### src/rtl/systolic_mm4x4.sv
// 4x4 output-stationary systolic array: C = A x B on unsigned 8-bit operands.
// Operands arrive pre-skewed. Each PE accumulates one C(i,j) until the cycle counter declares done.
module systolic_mm4x4 #(
  parameter int N     = 4,
  parameter int DW    = 8,
  parameter int ACC_W = 18
) (
  input  logic                  clk,
  input  logic                  rst,
  input  logic [DW-1:0]         in_up1,
  input  logic [DW-1:0]         in_up2,
  input  logic [DW-1:0]         in_up3,
  input  logic [DW-1:0]         in_up4,
  input  logic [DW-1:0]         in_left1,
  input  logic [DW-1:0]         in_left2,
  input  logic [DW-1:0]         in_left3,
  input  logic [DW-1:0]         in_left4,
  output logic                  done,
  output logic [N*N*ACC_W-1:0]  c_flat
);

  // Cycle on which the final product reaches PE(N,N). done rises on that edge.
  localparam logic [3:0] LAST_CYCLE = 4'(3*N - 3);

  logic [N*DW-1:0]       left_edge;
  logic [N*DW-1:0]       up_edge;
  // right_bus holds the right_q of PE(gi,gj) for gj < N-1, at slot gi*(N-1)+gj.
  // down_bus holds the down_q of PE(gi,gj) for gi < N-1, at slot gi*N+gj.
  logic [N*(N-1)*DW-1:0] right_bus;
  logic [(N-1)*N*DW-1:0] down_bus;
  logic [3:0]            cnt_reg;
  logic                  done_reg;

  assign left_edge = {in_left4, in_left3, in_left2, in_left1};
  assign up_edge   = {in_up4, in_up3, in_up2, in_up1};
  assign done      = done_reg;

  always_ff @(posedge clk) begin
    if (rst) begin
      cnt_reg  <= '0;
      done_reg <= 1'b0;
    end else begin
      if (cnt_reg != 4'hF) begin
        cnt_reg <= cnt_reg + 4'd1;
      end
      if (cnt_reg == LAST_CYCLE) begin
        done_reg <= 1'b1;
      end
    end
  end

  genvar gi, gj;
  generate
    for (gi = 0; gi < N; gi++) begin : g_row
      for (gj = 0; gj < N; gj++) begin : g_col
        logic [DW-1:0]    left_in;
        logic [DW-1:0]    up_in;
        logic [2*DW-1:0]  prod;
        logic [ACC_W-1:0] acc_reg;

        if (gj == 0) begin : g_left_edge
          assign left_in = left_edge[gi*DW +: DW];
        end else begin : g_left_pe
          assign left_in = right_bus[(gi*(N-1) + gj - 1)*DW +: DW];
        end

        if (gi == 0) begin : g_up_edge
          assign up_in = up_edge[gj*DW +: DW];
        end else begin : g_up_pe
          assign up_in = down_bus[((gi-1)*N + gj)*DW +: DW];
        end

        assign prod = left_in * up_in;

        always_ff @(posedge clk) begin
          if (rst) begin
            acc_reg <= '0;
          end else if (!done_reg) begin
            acc_reg <= acc_reg + {{(ACC_W-2*DW){1'b0}}, prod};
          end
        end

        // The last column's right_q and the last row's down_q feed nothing, so they are not built.
        if (gj < N-1) begin : g_right
          logic [DW-1:0] right_reg;
          always_ff @(posedge clk) begin
            if (rst) begin
              right_reg <= '0;
            end else begin
              right_reg <= left_in;
            end
          end
          assign right_bus[(gi*(N-1) + gj)*DW +: DW] = right_reg;
        end

        if (gi < N-1) begin : g_down
          logic [DW-1:0] down_reg;
          always_ff @(posedge clk) begin
            if (rst) begin
              down_reg <= '0;
            end else begin
              down_reg <= up_in;
            end
          end
          assign down_bus[(gi*N + gj)*DW +: DW] = down_reg;
        end

        assign c_flat[(gi*N + gj)*ACC_W +: ACC_W] = acc_reg;
      end
    end
  endgenerate

endmodule

### config.mk
export PLATFORM = sky130hd
export DESIGN_NAME = systolic_mm4x4
export DESIGN_NICKNAME = d
export VERILOG_FILES = /design/src/rtl/systolic_mm4x4.sv
export SDC_FILE = /design/constraint.sdc
export NUM_CORES = 2
export LEC_CHECK = 0
export CORE_AREA = 2 2 297 299
export CTS_CLUSTER_SIZE = 10
export DETAILED_ROUTE_END_ITERATION = 10
export DIE_AREA = 0 0 299 301
export HOLD_SLACK_MARGIN = 0.1
export PLACE_DENSITY = 0.87
export SYNTH_ARGS = -nofsm -noshare
export SYNTH_HDL_FRONTEND = slang
export SYNTH_SLANG_ARGS = --single-unit
### constraint.sdc
create_clock -name clk -period 8.5 [get_ports clk]
set_input_delay 1.7 -clock clk [delete_from_list [all_inputs] [get_ports clk]]
set_output_delay 1.7 -clock clk [all_outputs]
set_load 0.05 [all_outputs]
==> summary.txt <==
Clock tree
  • Root Driver: clkbuf_16
  • Resized Gates After CTS: 0
  • Number of H-tree levels: 3
  • Setup Buffers After CTS: 0
  • Reg clk slew, reported paths: 0.06 ns
  • CTS tree: yes
  • Clock latency on the worst-skew pair: 0.63 ns
  • Hold-fix buffers, CTS: 0
  • Clock Path Buffers: 3
  • Clock sinks: 485
  • Total CTS buffers: 66

GRT
  • Gr usage total: 34.3%
  • First-pass GRT wire length: 246 mm
  • Initial antenna violation count: 10
  • Vias in the first global route: roughly 48000
  • Largest net degree at the start of global routing: 87
  • Gr ovfl total: 0

Timing
  • F_max: 0.162 GHz
  • Fin crit period: 6.16 ns
  • Final setup vio count: 0
  • Fin Setup TNS: 0 ns
  • Slew margin rel.: 29.8%
  • Fin. Hold Viols: 0
  • RSZ-0062 raised after global routing: false
  • Worst Tran Pin Value: approximately 1.1 ns
  • Final Max Slew Viols: 0
  • Worst Clk Skew: 0.0178 ns
  • Final Cycle Share: 72.5%

Synthesis
  • Mapped cell area: between 50000 and 60000 um^2
  • Top FF cell, synth: dfxtp_1
  • Post-synth ARST share: 0%
  • Post-synthesis cell count: 6603
  • Post-synthesis cell type count: 72
  • Synthesized flop and latch total: 485
  • Number of synthesized flops with an enable pin: 0
  • Post-synthesis net count: 8111
  • Synth warn: 0
  • Mean Syn Cell Area: 8.63 um^2
  • Register area share after synthesis: roughly 17%
  • Top post-synthesis cells by area: fa_1, dfxtp_1, ha_1
  • Biggest area consumer among synthesized cells: fa_1
  • Synth top area share: around 28%

Placement
  • DPL Wire Length: 117 mm
  • Port Buf Inserts: 354
  • GP Congestion: 0.970

Setup path
  • FF-to-FF setup slack: 3.19 ns
  • WP data required: 9.00 ns
  • Crit Path Max Fanout: 9
  • Crit Path Class: input pin to flip-flop
  • Worst setup EP type: flip-flop
  • Crit start category: input pin
  • Arrival time worst endpoint: 6.66 ns

Pwr
  • Worst IR Drop VDD: about 200 uV
  • Sequential fraction of design power: 25.6%
  • Clk pwr share: 25.1%
  • Static Leak: roughly 0.033 uW
  • Switching Fraction: 42.9%
  • Sw Pwr: between 4000 and 5000 uW
  • Internal power: 6480 uW
  • Combinational Power Share: between 40% and 50%
  • Power per cell area: 178 nW/um^2

Layout
  • Share of layout cells above drive strength 1: 1.88%
  • Highest-count cells in the layout ignoring fill and taps: inv_1, fa_1, nand2_1
  • Max reg flops: between 200 and 300
  • Core Util, Final: 73.6%
  • Most common cell after layout, fill and taps aside: inv_1
  • Nets: 8380
  • Synthesis-to-layout area growth: 11.7%
  • Fillers: approximately 6200

Worst hold path
  • HP Class: flip-flop to flip-flop

Detailed routing
  • Per-cell routed wire length: 18.6 um
  • Routed Antenna Nets: 0
  • TritonRoute pass-1 iters: 9
  • Routed vias: 45100
  • DR vias/cell: 5.59
  • DR DRC count: 0
  • Drt first-iter violations: 2899
  • Routed wire length: 150 mm

Die
  • Die Width: 299 um
  • Initial core utilization: 65.9%
  • Num ports: 355
  • Total core area: 86500 um^2
  • Row count: 108
  • Die Y-Extent: 301 um
  • DIE AREA: 90000 um^2

Outcome
  • Status: completed

Run
  • Max-Cap Viols: 0
[stage by stage]
step	cells	power [uW]	worst slack (ns)	hold WS, ns	instance area [um^2]
detailed placement	7959	8440	1.75	0.463	61500
global placement	7959	8230	1.81	0.454	61500
floorplan	6603	6960	2.44	0.484	57000
finish	8073	11300	2.34	0.471	63700
CTS	8066	11400	2.40	0.474	63700
global route	8066	12200	2.10	0.495	63700
[cell usage after synthesis, types with 5 or more instances]
cell,n
a211o_1,9
a211oi_1,44
a21o_1,100
a21oi_1,241
a221oi_1,12
a22o_1,8
a311oi_1,5
a31oi_1,19
and2_1,577
and3_1,20
buf_1,19
clkbuf_1,146
dfxtp_1,485
fa_1,800
ha_1,642
inv_1,1546
mux2i_1,87
nand2_1,681
nand2b_1,32
nand3_1,47
nand4_1,18
nor2_1,289
nor2b_1,210
nor3_1,32
nor3b_1,7
nor4_1,6
nor4b_1,5
o211ai_1,9
o21a_1,29
o21ai_0,116
o21ai_1,49
o21bai_1,18
o22ai_1,11
o31a_1,8
o31ai_1,20
or2_2,10
or3_1,17
or4_1,7
xnor2_1,82
xor2_1,75
[path summary, 6_finish.rpt]
| path | cells past startpoint | from | endpoint |
|---|---|---|---|
| setup / recovery | 17 | in_up1[1] | g_row[0].g_col[0].acc_reg[14] |
| hold / removal | 2 | g_row[1].g_col[1].acc_reg[14] | g_row[1].g_col[1].acc_reg[14] |
| setup reg to reg | 16 | g_row[1].g_col[1].g_down.down_reg[1] | g_row[2].g_col[1].acc_reg[17] |
| hold reg to reg | 2 | g_row[1].g_col[1].acc_reg[14] | g_row[1].g_col[1].acc_reg[14] |
[critical path, cell delays in order]
cell             delay [ns]
clkdlybuf4s50_1        0.70
nand2_1                0.12
fa_1                   0.49
inv_1                  0.05
fa_1                   0.50
inv_1                  0.06
fa_1                   0.49
fa_1                   0.49
inv_1                  0.04
ha_1                   0.32
o21a_1                 0.15
a2111oi_0              0.65
o31ai_1                0.26
a21o_1                 0.23
a21oi_1                0.19
xor2_1                 0.18
o21ai_1                0.07
[metal layers]
| metal | GRT usage (%) | wire, um | vias to the layer above | share of wire [%] |
|---|---|---|---|---|
| met1 | 41.8 | 58200 | 22400 | 39 |
| met5 | 0 | 27 | - | 0.018 |
| met3 | 6.48 | 11400 | 444 | 7.6 |
| met4 | 18.9 | 9000 | 4 | 6.0 |
| li1 | - | - | 20800 | - |
| met2 | 57.5 | 71300 | 1555 | 48 |
[power groups by stage]
stage	registers, uW	clock network [uW]	logic (uW)
floorplan	3520	0	3440
global placement	2930	0	5290
detailed placement	2930	0	5510
CTS	2890	2890	5580
global route	2930	2970	6250
finish	2900	2850	5590
[area by class of cell]
| type | instances | area [um^2] | area share (%) |
|---|---|---|---|
| well taps | 1155 | 1450 | 2.27 |
| flip-flops and latches | 485 | 9710 | 15.3 |
| repair buffers | 366 | 3640 | 5.71 |
| multi-input cells | 4406 | 40900 | 64.2 |
| clock inverters | 12 | 168 | 0.263 |
| clock buffers | 95 | 2000 | 3.13 |
| diodes | 7 | 17.5 | 0.0275 |
| inverters | 1547 | 5810 | 9.12 |
[cells by family (layout without fill, tap and decap cells)]
kind of cell / Yosys count / in the layout / share of synthesized area (%)
xor gates and xnor gates: 157 / 157 / 2.41
AOI/OAI and AO/OA: 743 / 743 / 8.15
adders and majority gates: 1442 / 1442 / 42.2
buffers and inverters: 1712 / 2020 / 11.3
and+or+nand+nor: 1973 / 1973 / 17.3
muxes: 91 / 91 / 1.61
DFF: 485 / 485 / 17.0
other: 0 / 7 / 0
Power figures use the tool's default switching activity.
